===== config.mk =====
export PLATFORM = sky130hd
export DESIGN_NAME = sx_demux
export DESIGN_NICKNAME = d
export VERILOG_FILES = /design/src/rtl/sx_pkg.sv /design/src/rtl/sx_out_slice.sv /design/src/rtl/sx_demux.sv
export SDC_FILE = /design/constraint.sdc
export NUM_CORES = 1
export LEC_CHECK = 0
export BUFFER_PORTS_ARGS = -buffer_cell sky130_fd_sc_hd__buf_2
export CAP_MARGIN = 25
export CORE_AREA = 3 3 320 322
export DETAILED_ROUTE_END_ITERATION = 6
export DIE_AREA = 0 0 323 325
export GPL_TIMING_DRIVEN = 0
export MAX_ROUTING_LAYER = met4
export PLACE_DENSITY = 0.63
export SYNTH_ARGS = -nofsm -noshare
export SYNTH_HDL_FRONTEND = slang
export SYNTH_SLANG_ARGS = --single-unit

===== constraint.sdc =====
create_clock -name clk -period 7.9 [get_ports clk]
set_input_delay 2.37 -clock clk [delete_from_list [all_inputs] [get_ports clk]]
set_output_delay 2.37 -clock clk [all_outputs]
set_load 0.005 [all_outputs]

===== src/rtl/sx_pkg.sv =====
// Shared types and helpers for the sx_demux ingress routing stage.
package sx_pkg;

  typedef enum logic [1:0] {
    IDLE = 2'd0,
    FWD  = 2'd1,
    DROP = 2'd2
  } sx_state_e;

  localparam int SX_DATA_WIDTH = 64;
  localparam int SX_KEEP_WIDTH = SX_DATA_WIDTH / 8;

  typedef struct packed {
    logic [SX_DATA_WIDTH-1:0] data;
    logic [SX_KEEP_WIDTH-1:0] keep;
    logic                     last;
  } sx_beat_t;

  // True when m ports fit in a dw-bit destination field and m is in the supported range.
  function automatic bit sx_dest_width_ok(input int m, input int dw);
    return (m >= 2) && (m <= 16) && ((1 << dw) >= m);
  endfunction

endpackage


===== src/rtl/sx_out_slice.sv =====
// Single-entry registered AXI-Stream output stage; one per master port.
module sx_out_slice #(
  parameter int DATA_WIDTH = 64
) (
  input  logic                    clk,
  input  logic                    reset_n,
  input  logic                    load_i,
  input  logic [DATA_WIDTH-1:0]   data_i,
  input  logic [DATA_WIDTH/8-1:0] keep_i,
  input  logic                    last_i,
  input  logic                    ready_i,
  output logic                    valid_o,
  output logic [DATA_WIDTH-1:0]   data_o,
  output logic [DATA_WIDTH/8-1:0] keep_o,
  output logic                    last_o
);

  logic                    valid_q;
  logic [DATA_WIDTH-1:0]   data_q;
  logic [DATA_WIDTH/8-1:0] keep_q;
  logic                    last_q;

  // The top only loads when the slot is empty or draining, so payload stays stable while stalled.
  always_ff @(posedge clk or negedge reset_n) begin
    if (!reset_n) begin
      valid_q <= 1'b0;
      data_q  <= '0;
      keep_q  <= '0;
      last_q  <= 1'b0;
    end else if (load_i) begin
      valid_q <= 1'b1;
      data_q  <= data_i;
      keep_q  <= keep_i;
      last_q  <= last_i;
    end else if (ready_i) begin
      valid_q <= 1'b0;
    end
  end

  assign valid_o = valid_q;
  assign data_o  = data_q;
  assign keep_o  = keep_q;
  assign last_o  = last_q;

endmodule


===== src/rtl/sx_demux.sv =====
// AXI-Stream demux: steers whole packets to a master port chosen by tdest on the first beat.
module sx_demux
  import sx_pkg::*;
#(
  parameter int M_DATA_COUNT = 10,
  parameter int DATA_WIDTH   = 64,
  parameter int DEST_WIDTH   = $clog2(M_DATA_COUNT)
) (
  input  logic                    clk,
  input  logic                    reset_n,
  input  logic [DATA_WIDTH-1:0]   s_axis_data_i,
  input  logic [DATA_WIDTH/8-1:0] s_axis_keep_i,
  input  logic                    s_axis_last_i,
  input  logic [DEST_WIDTH-1:0]   s_axis_dest_i,
  input  logic                    s_axis_valid_i,
  output logic                    s_axis_ready_o,
  output logic [DATA_WIDTH-1:0]   m_axis_data_o [M_DATA_COUNT],
  output logic [DATA_WIDTH/8-1:0] m_axis_keep_o [M_DATA_COUNT],
  output logic [M_DATA_COUNT-1:0] m_axis_last_o,
  output logic [M_DATA_COUNT-1:0] m_axis_valid_o,
  input  logic [M_DATA_COUNT-1:0] m_axis_ready_i,
  output logic                    drop_o
);

  if (!sx_dest_width_ok(M_DATA_COUNT, DEST_WIDTH) || (DATA_WIDTH % 8 != 0)) begin : g_param_err
    $error("sx_demux: unsupported M_DATA_COUNT/DEST_WIDTH/DATA_WIDTH combination");
  end

  localparam logic [DEST_WIDTH:0] M_CNT = (DEST_WIDTH + 1)'(M_DATA_COUNT);

  sx_state_e               state_q, state_d;
  logic [DEST_WIDTH-1:0]   route_q, route_d;
  logic                    drop_q, drop_d;
  logic [DEST_WIDTH-1:0]   sel;
  logic                    fwd, discard, dest_ok, port_free, s_ready, accept;
  logic [M_DATA_COUNT-1:0] load;

  assign dest_ok = ({1'b0, s_axis_dest_i} < M_CNT);

  // sel only takes s_axis_dest_i when it is in range, so indexing by sel is always legal.
  always_comb begin
    fwd     = 1'b0;
    discard = 1'b0;
    sel     = route_q;
    case (state_q)
      IDLE: begin
        if (dest_ok) begin
          fwd = 1'b1;
          sel = s_axis_dest_i;
        end else begin
          discard = 1'b1;
        end
      end
      FWD:     fwd = 1'b1;
      DROP:    discard = 1'b1;
      default: ;
    endcase
  end

  assign port_free      = !m_axis_valid_o[sel] || m_axis_ready_i[sel];
  assign s_ready        = reset_n && (discard || (fwd && port_free));
  assign s_axis_ready_o = s_ready;
  assign accept         = s_axis_valid_i && s_ready;

  always_comb begin
    state_d = state_q;
    route_d = route_q;
    drop_d  = 1'b0;
    if (accept) begin
      case (state_q)
        IDLE: begin
          if (s_axis_last_i) begin
            drop_d = discard;
          end else if (discard) begin
            state_d = DROP;
          end else begin
            state_d = FWD;
            route_d = s_axis_dest_i;
          end
        end
        FWD: begin
          if (s_axis_last_i) state_d = IDLE;
        end
        DROP: begin
          if (s_axis_last_i) begin
            drop_d  = 1'b1;
            state_d = IDLE;
          end
        end
        default: state_d = IDLE;
      endcase
    end
  end

  always_ff @(posedge clk or negedge reset_n) begin
    if (!reset_n) begin
      state_q <= IDLE;
      route_q <= '0;
      drop_q  <= 1'b0;
    end else begin
      state_q <= state_d;
      route_q <= route_d;
      drop_q  <= drop_d;
    end
  end

  assign drop_o = drop_q;

  for (genvar p = 0; p < M_DATA_COUNT; p++) begin : g_slice
    assign load[p] = accept && fwd && (sel == DEST_WIDTH'(p));

    sx_out_slice #(
      .DATA_WIDTH(DATA_WIDTH)
    ) u_slice (
      .clk     (clk),
      .reset_n (reset_n),
      .load_i  (load[p]),
      .data_i  (s_axis_data_i),
      .keep_i  (s_axis_keep_i),
      .last_i  (s_axis_last_i),
      .ready_i (m_axis_ready_i[p]),
      .valid_o (m_axis_valid_o[p]),
      .data_o  (m_axis_data_o[p]),
      .keep_o  (m_axis_keep_o[p]),
      .last_o  (m_axis_last_o[p])
    );
  end

endmodule


==> summary.txt, run 1 <==
STA
  • Worst Max-Slew Pin Slew: 948 ps
  • Worst Skew: 24.2 ps
  • Final min period: 7320 ps
  • Achievable frequency: 137 MHz
  • Final TNS setup: 0 ps
  • Final Hold Viols: 0
  • Fin Hold WS: 480 ps
  • Fin. max-slew vios: 0
  • Fin crit share: 0.927
  • Final setup fails: 0
  • Setup WS post-layout: 576 ps
  • RSZ-0062 raised after global routing: false
  • Rel. slew slack: 0.368

Power
  • NetSw: 4540 uW
  • Leakage: 0.0213 uW
  • Clock power frac: 0.258
  • Internal power consumption: 10700 uW
  • Switching share of total power: 0.298
  • Gate power share: 0.330
  • Flop pwr share: 0.412
  • Worst VDD drop: 0.000236 V
  • PD cells: 393 nW/um^2

Logic synthesis
  • Top-count cell post-synth: dfrtp_1
  • Mux contribution to synthesized area: 0.323
  • Largest family of logic cells by synthesized area: multiplexers
  • Post-Syn Nets: 1858
  • Synth Register Bits: 747
  • Synth Area per Inst: 17.2 um^2
  • Post-synth EDFFs: 0
  • Most common flop cell mapped by yosys: dfrtp_1
  • Xor and xnor area share after synthesis: 0
  • Area fraction in compound gates after synthesis: 0.00865
  • Mapped Area: 30400 um^2
  • Area contributors post-synth: dfrtp_1 62%, mux2_4 19%, mux2_2 7.7%
  • Synth top area share: 0.615
  • Post-synthesis adder-cell area fraction: 0.00124
  • Synth area leader: dfrtp_1
  • Synth cell types: 47
  • Post-synthesis simple-gate area fraction: 0.00803
  • Ys async rst share: 1.00
  • Most common library cells after synthesis: 747 x dfrtp_1, 386 x mux2_4, 208 x mux2_2, 145 x mux2_1, 72 x buf_1
  • Seq/Total Area, Yosys: 0.615
  • Synth Instances: 1765
  • Ys Warns: 0

Floorplanning
  • Die width: 323 um
  • Core box area: 99900 um^2
  • Ports: 832
  • Die footprint: 105000 um^2
  • Row count: 116
  • Starting density of the core: 0.304
  • Die H: 325 um

Global route
  • First-pass GRT wire length: 136000 um
  • Gr usage total: 0.180
  • GRT overflow: 0
  • Vias in the first global route: 18809
  • Largest net degree at the start of global routing: 115
  • Initial antenna violation count: 5

Clocking
  • CTS tree: done
  • CTS H-tree depth: 3
  • Post-cts resize count: 0
  • Clk Latency, worst-skew pair: 640 ps
  • CTS clk-pin slew, worst paths: 60 ps
  • TritonCTS Buffers: 83
  • Setup bufs post-CTS: 0
  • Clock Path Buffers: 3
  • Hold buffers post-CTS: 0
  • Root Buffer: clkbuf_16
  • Clk sinks: 747

Detailed routing
  • Routed WL: 94200 um
  • # DRC: 0
  • Drt initial violations: 1068
  • Pre-antenna DRT Iters: 5
  • Via-to-Cell Ratio: 4.54
  • Final ANT Viol Nets: 0
  • DR WL/cell: 23.7 um
  • Vias post-DR: 18079

Status
  • Run status: finished, final reports clean

Layout
  • Layout net count: 2707
  • Multi-input gate area: 10400 um^2
  • Layout fillers: 9409
  • Register area: 18700 um^2
  • Area growth, synth to finish: 27.6%
  • Layout cells sized above 1: 0.600

Placed design
  • Placer Congestion: 0.814
  • Port Buf Inserts: 757
  • DPL Wire Length: 66900 um
  • Pre-CTS setup slack: 523 ps

Critical path
  • Critical path's slowest cell: a222oi_1
  • Crit-path max cell delay: 500 ps
  • Max FO, Critical Path: 4
  • Cells along the critical path: buf_2 > o21a_1 > o211ai_2 > mux2_2 > a222oi_1 > a21boi_1 > a21boi_0 > nor2_1 > o21a_1 > buf_2
  • Reg2reg path depth: 12
  • Startpoint Class: input pin
  • Req. time, crit path: 5530 ps
  • Arrival time worst endpoint: 4950 ps
  • Crit Path Category: input pin to primary output
  • CP endpoint kind: primary output

Hold path
  • HP Class: flop to flop
  • Hold path cells: 1

Flow run
  • Max cap viols: 0
==> stage by stage <==
stage / cells / power (uW) / area [um^2] / utilization
final: 3980 / 15200 / 38800 / 0.388
after global routing: 3978 / 16000 / 38800 / 0.388
after CTS: 3975 / 15400 / 38700 / 0.388
after detailed placement: 3827 / 11400 / 36000 / 0.361
after global placement: 3820 / 11300 / 35800 / 0.358
after floorplan: 1765 / 8800 / 30400 / -
==> per-layer routing <==
metal	vias to the layer above	global-route usage	routed length [um]
met5	-	-	0
met4	0	0.0507	2560
met3	139	0.0462	5950
met2	601	0.294	46300
met1	9493	0.220	39400
li1	7846	-	-
==> final timing paths <==
| kind | endpoint | from | slack (ps) |
|---|---|---|---|
| min in group asynchronous | g_slice[6].u_slice.keep_o[6]$_DFFE_PN0P_ | reset_n | 1700 |
| max in group asynchronous | g_slice[5].u_slice.data_o[31]$_DFFE_PN0P_ | reset_n | 3840 |
| hold reg to reg | g_slice[7].u_slice.data_o[27]$_DFFE_PN0P_ | g_slice[7].u_slice.data_o[27]$_DFFE_PN0P_ | 480 |
| setup / recovery | s_axis_ready_o | s_axis_dest_i[1] | 580 |
| hold / removal | g_slice[7].u_slice.data_o[27]$_DFFE_PN0P_ | g_slice[7].u_slice.data_o[27]$_DFFE_PN0P_ | 480 |
| setup reg to reg | g_slice[6].u_slice.data_o[47]$_DFFE_PN0P_ | state_q[0]$_DFFE_PN0P_ | 3640 |
==> area by class of cell <==
cell class / instances / share of cell area
diodes: 5 / 0.000323
plain buffers: 179 / 0.0327
clock buffers: 116 / 0.0623
clock inverters: 32 / 0.00859
inverters: 15 / 0.00145
multi-input cells: 824 / 0.267
flip-flops and latches: 747 / 0.482
well taps: 1298 / 0.0419
repair buffers: 764 / 0.103
==> power by group through the flow <==
stage                     combinational [uW]  sequential (uW)  clock, uW
after CTS                               5120             6270       4010
after global placement                  5030             6270          0
after global routing                    5380             6480       4170
after detailed placement                5100             6300          0
after floorplan                         2380             6420          0
final                                   5030             6280       3930
==> flip-flops by register name, indices dropped and copies added, names as in the netlist <==
name and flops:
route_q 4, drop_o 1, state_q 2, g_slice.u_slice.last_o 10, g_slice.u_slice.keep_o 80, g_slice.u_slice.data_o 640
g_slice.u_slice.valid_o 10
==> logic make-up (layout without fill, tap and decap cells) <==
logic type / Yosys count / in the layout
AOI/OAI and AO/OA: 36 / 36
adders and majority gates: 3 / 3
buffers and inverters: 194 / 1106
DFF: 747 / 747
muxes: 743 / 743
other: 0 / 5
and+or+nand+nor: 42 / 42
==> cells in the final DEF (no fill, tap or decap), types with 6 or more instances in the layout <==
master / instances
nor2_1: 10
clkbuf_1: 16
dfrtp_1: 747
buf_1: 72
buf_8: 7
clkinv_2: 20
clkbuf_8: 17
buf_6: 54
nand2_1: 7
mux2_4: 386
inv_1: 15
bufinv_16: 6
buf_2: 775
mux2_2: 208
buf_16: 7
mux2_1: 145
nand4_1: 8
o21ai_0: 8
clkbuf_16: 85
buf_4: 26
==> worst max-delay path, delay by kind of cell <==
family,cells,cell delay [ps]
AOI/OAI and AO/OA,6,1820
buffers and inverters,2,260
and+or+nand+nor,1,90
muxes,1,380
Note: power is estimated with default switching activity, not from simulation.
==> run 2, diff against run 1 <==
--- a/config.mk
+++ b/config.mk
@@ -7,10 +7,11 @@
 export LEC_CHECK = 0
+export ABC_AREA = 1
 export BUFFER_PORTS_ARGS = -buffer_cell sky130_fd_sc_hd__buf_2
 export CAP_MARGIN = 25
-export CORE_AREA = 3 3 320 322
+export CORE_AREA = 3 3 319 321
 export DETAILED_ROUTE_END_ITERATION = 6
-export DIE_AREA = 0 0 323 325
+export DIE_AREA = 0 0 322 324
 export GPL_TIMING_DRIVEN = 0
 export MAX_ROUTING_LAYER = met4
-export PLACE_DENSITY = 0.63
+export PLACE_DENSITY = 0.69
 export SYNTH_ARGS = -nofsm -noshare
--- a/constraint.sdc
+++ b/constraint.sdc
@@ -3,2 +3,2 @@
 set_output_delay 2.37 -clock clk [all_outputs]
-set_load 0.005 [all_outputs]
+set_load 0.02 [all_outputs]
==> summary.txt, run 2 <==
Logic synthesis
  • Post-synth EDFFs: 0 (unchanged)
  • Most common library cells after synthesis: 783 x nand2_1, 767 x inv_1, 747 x dfrtp_1, 742 x nand3_1, 730 x o21bai_1
  • Synth Instances: 4248 (+140%)
  • Most common flop cell mapped by yosys: dfrtp_1
  • Synth area leader: dfrtp_1
  • Ys Warns: 0 (unchanged)
  • Area contributors post-synth: dfrtp_1 52%, o21bai_1 15%, nand3_1 10%
  • Synth Area per Inst: 8.47 um^2 (-51%)
  • Top-count cell post-synth: nand2_1
  • Synth cell types: 25 (-47%)
  • Synth top area share: 0.520 (-0.0956)
  • Post-Syn Nets: 4341 (+130%)
  • Synth Register Bits: 747 (unchanged)
  • Seq/Total Area, Yosys: 0.520 (-0.0956)
  • Ys async rst share: 1.00 (unchanged)
  • Mapped Area: 36000 um^2 (+18%)

Global route
  • Vias in the first global route: 31621 (+68%)
  • Initial antenna violation count: 12 (+7)
  • Largest net degree at the start of global routing: 116 (+0.87%)
  • First-pass GRT wire length: 221000 um (+63%)
  • Gr usage total: 0.299 (+0.119)
  • GRT overflow: 0 (unchanged)

Clocking
  • Hold buffers post-CTS: 0 (unchanged)
  • Clk sinks: 747 (unchanged)
  • Post-cts resize count: 0 (unchanged)
  • CTS clk-pin slew, worst paths: 60 ps (about the same)
  • Clk Latency, worst-skew pair: 670 ps (+30 ps)
  • Clock Path Buffers: 3 (unchanged)
  • TritonCTS Buffers: 85 (+2.4%)
  • CTS H-tree depth: 3 (unchanged)
  • Setup bufs post-CTS: 0 (unchanged)
  • CTS tree: done
  • Root Buffer: clkbuf_16

Placed design
  • Dpl cell area: 41700 um^2 (+16%)
  • DPL Wire Length: 110000 um (+65%)
  • Port Buf Inserts: 759 (+0.26%)
  • Placer Congestion: 0.909 (+12%)

STA
  • Fin crit share: 0.894 (-0.0335)
  • Rel. slew slack: 0.328 (-0.0406)
  • RSZ-0062 raised after global routing: false
  • Worst Skew: 19.4 ps (-4.84 ps)
  • Fin. max-slew vios: 0 (unchanged)
  • Worst Max-Slew Pin Slew: 1010 ps (+61.0 ps)
  • Final TNS setup: 0 ps (unchanged)
  • Achievable frequency: 142 MHz (+3.7%)
  • Final Hold Viols: 0 (unchanged)
  • Final setup fails: 0 (unchanged)
  • Final min period: 7060 ps (-265 ps)

Detailed routing
  • DR WL/cell: 24.3 um (+2.6%)
  • Routed WL: 157000 um (+67%)
  • Drt initial violations: 3544 (+230%)
  • Final ANT Viol Nets: 0 (unchanged)
  • # DRC: 0 (unchanged)
  • Pre-antenna DRT Iters: 5 (unchanged)
  • Via-to-Cell Ratio: 5.18 (+14%)
  • Vias post-DR: 33618 (+86%)

Critical path
  • Crit-path max cell delay: 490 ps (about the same)
  • Reg2reg start: state_q[0]$_DFFE_PN0P_
  • Critical path's slowest cell: buf_8
  • R2r endpoint: g_slice[4].u_slice.data_o[11]$_DFFE_PN0P_
  • Worst R2R Setup Slack: 3940 ps (+300 ps)
  • Startpoint Class: input pin
  • Crit Path Category: input pin to primary output
  • Most frequent CP cell: buf_16
  • Crit path buffers/inverters: 4 (+2)
  • Req. time, crit path: 5530 ps (about the same)
  • Top delay family on crit path: buffers and inverters
  • Cells along the critical path: buf_8 > buf_16 > buf_16 > a21boi_0 > buf_2
  • Arrival time worst endpoint: 4690 ps (-260 ps)
  • Max FO, Critical Path: 115 (+111)
  • Reg2reg path depth: 20 (+8)
  • CP endpoint kind: primary output

Power
  • Clock power frac: 0.205 (-0.053)
  • PD cells: 458 nW/um^2 (+17%)
  • Switching share of total power: 0.469 (+0.171)
  • Worst VDD drop: 0.000259 V (+9.5%)
  • NetSw: 9600 uW (+110%)
  • Internal power consumption: 10900 uW (+1.5%)
  • Gate power share: 0.480 (+0.150)
  • Total power: 20500 uW (+34%)
  • Leakage: 0.0220 uW (+3.6%)
  • Flop pwr share: 0.315 (-0.097)

Layout
  • Commonest cells after routing, fill and taps aside: 880 x buf_2, 783 x nand2_1, 767 x inv_1
  • Layout net count: 5198 (+92%)
  • Max reg flops: 640 (unchanged)
  • Finished Cell Area: 44700 um^2 (+15%)
  • Layout fillers: 9798 (+4.1%)
  • Area growth, synth to finish: 24.2%
  • Layout cells sized above 1: 0.214 (-0.385)
  • Most common cell after layout, fill and taps aside: buf_2

Floorplanning
  • Core box area: 99600 um^2 (-0.29%)
  • Die H: 324 um (-0.31%)
  • Die width: 322 um (-0.31%)
  • Row count: 116 (unchanged)
  • Die footprint: 104000 um^2 (-0.62%)
  • Ports: 832 (unchanged)
  • Starting density of the core: 0.361 (+0.0570)

Hold path
  • Hold path cells: 2 (+1)
  • Hold Crit Start: route_q[1]$_DFFE_PN0P_
  • HP Class: flop to flop
  • Hold Path End: route_q[1]$_DFFE_PN0P_

Status
  • Run status: finished, final reports clean

Flow run
  • Max cap viols: 0 (unchanged)
run 2: cell count changes after synthesis, sizes merged, moves of 14 or more:
cell	before	now
mux2	739	0
nor2	10	24
nand2	7	786
buf	177	195
clkbuf	2	220
inv	15	773
nand3	0	743
o21bai	2	730
run 2: worst max path at each step:
stage                                start                                         to  slack [ps]  cells past startpoint
after floorplan           s_axis_dest_i[1]                             s_axis_ready_o        1570                     13
after global placement             reset_n  g_slice[5].u_slice.data_o[32]$_DFFE_PN0P_      -12530                      7
after detailed placement           reset_n                             s_axis_ready_o         850                      5
after CTS                          reset_n                             s_axis_ready_o         850                      5
after global routing               reset_n                             s_axis_ready_o         560                      5
final                              reset_n                             s_axis_ready_o         840                      5
run 2: stage by stage:
stage	utilization	instances	hold WS, ps	setup slack [ps]
2_1_floorplan	-	4248	453	1570
3_3_place_gp	0.416	6305	469	-12530
3_5_place_dp	0.419	6316	486	851
4_1_cts	0.448	6471	500	851
5_1_grt	0.448	6479	537	564
6_report	0.449	6486	499	841
run 2: layer usage:
layer,routed length (um),GRT usage
met5,0,-
met4,8420,0.145
met3,17300,0.0911
met2,72300,0.456
met1,59400,0.361
run 2: cell type report:
class | instances | area (um^2) | area share
Buffer | 415 | 1910 | 0.0429
Clock buffer | 122 | 2530 | 0.0566
Antenna cell | 15 | 37.5 | 0.000840
Tap cell | 1298 | 1620 | 0.0364
Inverter | 773 | 2900 | 0.0650
Clock inverter | 33 | 384 | 0.00860
Sequential cell | 747 | 18700 | 0.419
Multi-Input combinational cell | 2313 | 12500 | 0.279
Timing Repair Buffer | 770 | 4100 | 0.0918
run 2: tightest hold or removal path, delay by kind of cell, from the launching register on:
family             cells  cell delay [ps]
DFF                    1              350
AOI/OAI and AO/OA      1               60
and+or+nand+nor        1               50
run 2: cell families (layout without fill, tap and decap cells):
group / count (synthesis) / in the layout / share of synthesized area
simple gates: 1556 / 1556 / 0.189
fa+ha+maj: 3 / 3 / 0.00104
flops: 747 / 747 / 0.520
compound gates: 754 / 754 / 0.157
buf+inv: 1188 / 2113 / 0.133
other cells: 0 / 15 / 0
run 2: power groups by stage:
stage / Sequential, uW / Combinational, uW / Clock, uW
6_report: 6440 / 9830 / 4190
5_1_grt: 6590 / 10500 / 4370
3_5_place_dp: 6440 / 9730 / 0
3_3_place_gp: 6410 / 9590 / 0
4_1_cts: 6400 / 9790 / 4230
2_1_floorplan: 8350 / 3660 / 0
==> run 3, diff against run 2 <==
- CORE_AREA: 3 3 319 321 -> 3 3 322 324
- DIE_AREA: 0 0 322 324 -> 0 0 325 327
- PLACE_DENSITY: 0.69 -> 0.61
- SYNTH_HIERARCHICAL: not set -> 1
==> summary.txt, run 3 <==
Clocking
  • Clk Latency, worst-skew pair: 640 ps (-30 ps)
  • Hold buffers post-CTS: 0 (unchanged)
  • Clock Path Buffers: 3 (unchanged)
  • Clk sinks: 747 (unchanged)
  • CTS H-tree depth: 3 (unchanged)
  • TritonCTS Buffers: 83 (-2.4%)
  • CTS tree: done
  • Setup bufs post-CTS: 0 (unchanged)
  • Post-cts resize count: 0 (unchanged)
  • Root Buffer: clkbuf_16
  • CTS clk-pin slew, worst paths: 60 ps (about the same)

Status
  • Run status: finished, final reports clean

Logic synthesis
  • Seq/Total Area, Yosys: 0.643 (+0.123)
  • Synth area leader: dfrtp_1
  • Top-count cell post-synth: nand2_1
  • Synth top area share: 0.643 (+0.123)
  • Xor and xnor area share after synthesis: 0 (unchanged)
  • Mux contribution to synthesized area: 0 (unchanged)
  • Synth Area per Inst: 8.89 um^2 (+4.9%)
  • Most common flop cell mapped by yosys: dfrtp_1
  • Mapped Area: 29100 um^2 (-19%)
  • Post-Syn Nets: 3367 (-22%)
  • Ys Warns: 6 (+6)
  • Post-synthesis simple-gate area fraction: 0.303 (+0.114)
  • Synth Instances: 3274 (-23%)
  • Post-synth EDFFs: 0 (unchanged)
  • Most common library cells after synthesis: 2270 x nand2_1, 747 x dfrtp_1, 80 x buf_6, 71 x buf_2, 22 x inv_1
  • Area fraction in compound gates after synthesis: 0.00254 (-0.154)
  • Area contributors post-synth: dfrtp_1 64%, nand2_1 29%, buf_6 3.1%
  • Post-synthesis adder-cell area fraction: 0.00129 (+0.000247)
  • Synth cell types: 25 (unchanged)
  • Ys async rst share: 1.00 (unchanged)
  • Largest family of logic cells by synthesized area: simple AND/OR/NAND/NOR gates
  • Synth Register Bits: 747 (unchanged)

Global route
  • Vias in the first global route: 24658 (-22%)
  • Initial antenna violation count: 6 (-6)
  • GRT overflow: 0 (unchanged)
  • Largest net degree at the start of global routing: 120 (+3.4%)
  • First-pass GRT wire length: 173000 um (-22%)
  • Gr usage total: 0.227 (-0.0716)

Layout
  • Commonest cells after routing, fill and taps aside: 2270 x nand2_1, 900 x buf_2, 747 x dfrtp_1
  • Layout cells sized above 1: 0.271 (+0.0563)
  • Layout net count: 4289 (-17%)
  • Area growth, synth to finish: 30.2%
  • Most common cell after layout, fill and taps aside: nand2_1
  • Finished Cell Area: 37900 um^2 (-15%)
  • Max reg flops: 640 (unchanged)

STA
  • RSZ-0062 raised after global routing: false
  • Final Hold Viols: 0 (unchanged)
  • Worst Skew: 12.1 ps (-7.31 ps)
  • Final TNS setup: 0 ps (unchanged)
  • Fin. max-slew vios: 0 (unchanged)
  • Final min period: 6620 ps (-439 ps)
  • Achievable frequency: 151 MHz (+6.6%)
  • Fin crit share: 0.838 (-0.0556)
  • Rel. slew slack: 0.565 (+0.238)
  • Worst Max-Slew Pin Slew: 652 ps (-357 ps)
  • Final setup fails: 0 (unchanged)

Hold path
  • HP Class: flop to flop

Floorplanning
  • Row count: 117 (+0.86%)
  • Ports: 832 (unchanged)
  • Die H: 327 um (+0.93%)
  • Die footprint: 106000 um^2 (+1.9%)
  • Die width: 325 um (+0.93%)
  • Starting density of the core: 0.287 (-0.0745)
  • Core box area: 101000 um^2 (+1.9%)

Critical path
  • Crit Path Category: input pin to primary output
  • Reg2reg path depth: 19 (-5.0%)
  • Req. time, crit path: 5530 ps (about the same)
  • R2r endpoint: g_slice[1].u_slice/data_o[51]$_DFFE_PN0P_
  • Worst R2R Setup Slack: 4400 ps (+460 ps)
  • Startpoint Class: input pin
  • Crit path capture: s_axis_ready_o
  • Setup crit start: s_axis_dest_i[2]
  • Max FO, Critical Path: 8 (-93%)
  • CP endpoint kind: primary output
  • Reg2reg start: state_q[1]$_DFFE_PN0P_
  • Arrival time worst endpoint: 4250 ps (-440 ps)

Power
  • Leakage: 0.0229 uW (+4.2%)
  • PD cells: 396 nW/um^2 (-14%)
  • Worst VDD drop: 0.000217 V (-16%)

Detailed routing
  • DR WL/cell: 21.4 um (-12%)
  • Pre-antenna DRT Iters: 7 (+2)
  • Via-to-Cell Ratio: 4.50 (-13%)
  • # DRC: 0 (unchanged)
  • Drt initial violations: 2203 (-38%)
  • Final ANT Viol Nets: 0 (unchanged)
  • Routed WL: 120000 um (-23%)
  • Vias post-DR: 25344 (-25%)

Placed design
  • Port Buf Inserts: 830 (+9.4%)
  • Placer Congestion: 0.854 (-6.1%)
  • Dpl cell area: 35200 um^2 (-16%)
  • DPL Wire Length: 85600 um (-22%)

Flow run
  • Max cap viols: 0 (unchanged)
==> run 3: per-layer routing <==
metal | share of wire | vias to the layer above | track usage
met2 | 0.48 | 1102 | 0.370
met1 | 0.40 | 12325 | 0.273
met5 | 0 | - | -
met3 | 0.085 | 217 | 0.0552
met4 | 0.041 | 0 | 0.0896
li1 | - | 11700 | -
==> run 3: power breakdown <==
part	total, uW	leakage [uW]	internal, uW	switching, uW
clock	3890	0.00135	2260	1620
sequential	5900	0.0100	5150	748
combinational	5210	0.0116	1530	3680
==> run 3: kinds of logic after synthesis <==
family | count (synthesis)
buffers and inverters | 197
AND/OR/NAND/NOR | 2320
AO/OA/AOI/OAI | 7
adder cells (fa/ha/maj) | 3
flip-flops | 747
==> run 3: how the worst min path moves through the flow <==
| stage | start | endpoint | slack [ps] | cells after the start |
|---|---|---|---|---|
| after CTS | g_slice[9].u_slice/data_o[44]$_DFFE_PN0P_ | g_slice[9].u_slice/data_o[44]$_DFFE_PN0P_ | 470 | 2 |
| after global placement | g_slice[1].u_slice/data_o[12]$_DFFE_PN0P_ | g_slice[1].u_slice/data_o[12]$_DFFE_PN0P_ | 450 | 2 |
| after global routing | g_slice[1].u_slice/data_o[38]$_DFFE_PN0P_ | g_slice[1].u_slice/data_o[38]$_DFFE_PN0P_ | 480 | 2 |
| after detailed placement | g_slice[0].u_slice/data_o[32]$_DFFE_PN0P_ | g_slice[0].u_slice/data_o[32]$_DFFE_PN0P_ | 450 | 2 |
| final | g_slice[0].u_slice/data_o[32]$_DFFE_PN0P_ | g_slice[0].u_slice/data_o[32]$_DFFE_PN0P_ | 460 | 2 |
| after floorplan | route_q[1]$_DFFE_PN0P_ | route_q[1]$_DFFE_PN0P_ | 450 | 2 |
==> run 3: worst max-delay path, stage by stage <==
cell and delay, ps:
buf_2 140, o21ai_4 210, nand2_4 120, nand2_1 140, nand2_1 210, nand2_1 120, nand2_1 60, nand2_1 50
nand2_1 50, nand2_1 60, nand3_1 60, nand2_1 100, nand2_2 100, a21oi_4 240, buf_2 220
==> run 3: final cells by class <==
class                      count  area [um^2]
buffer                       161         1330
fill                       10452        63600
sequential                   747        18700
multi-input combinational   2330         8930
inverter                      36          135
timing repair buffer         837         4360
antenna                        2         5.00
clock inverter                18          156
tap                         1368         1710
clock buffer                 133         2570
==> run 3: stage by stage <==
step	util	instances	setup WS, ps	hold WS [ps]	power (uW)
after global placement	0.345	5472	-12100	449	11100
after CTS	0.373	5630	1280	467	15100
after detailed placement	0.347	5479	1260	453	11200
final	0.373	5632	1280	461	15000
after global routing	0.373	5630	1060	481	15800
after floorplan	-	3274	1860	450	8790
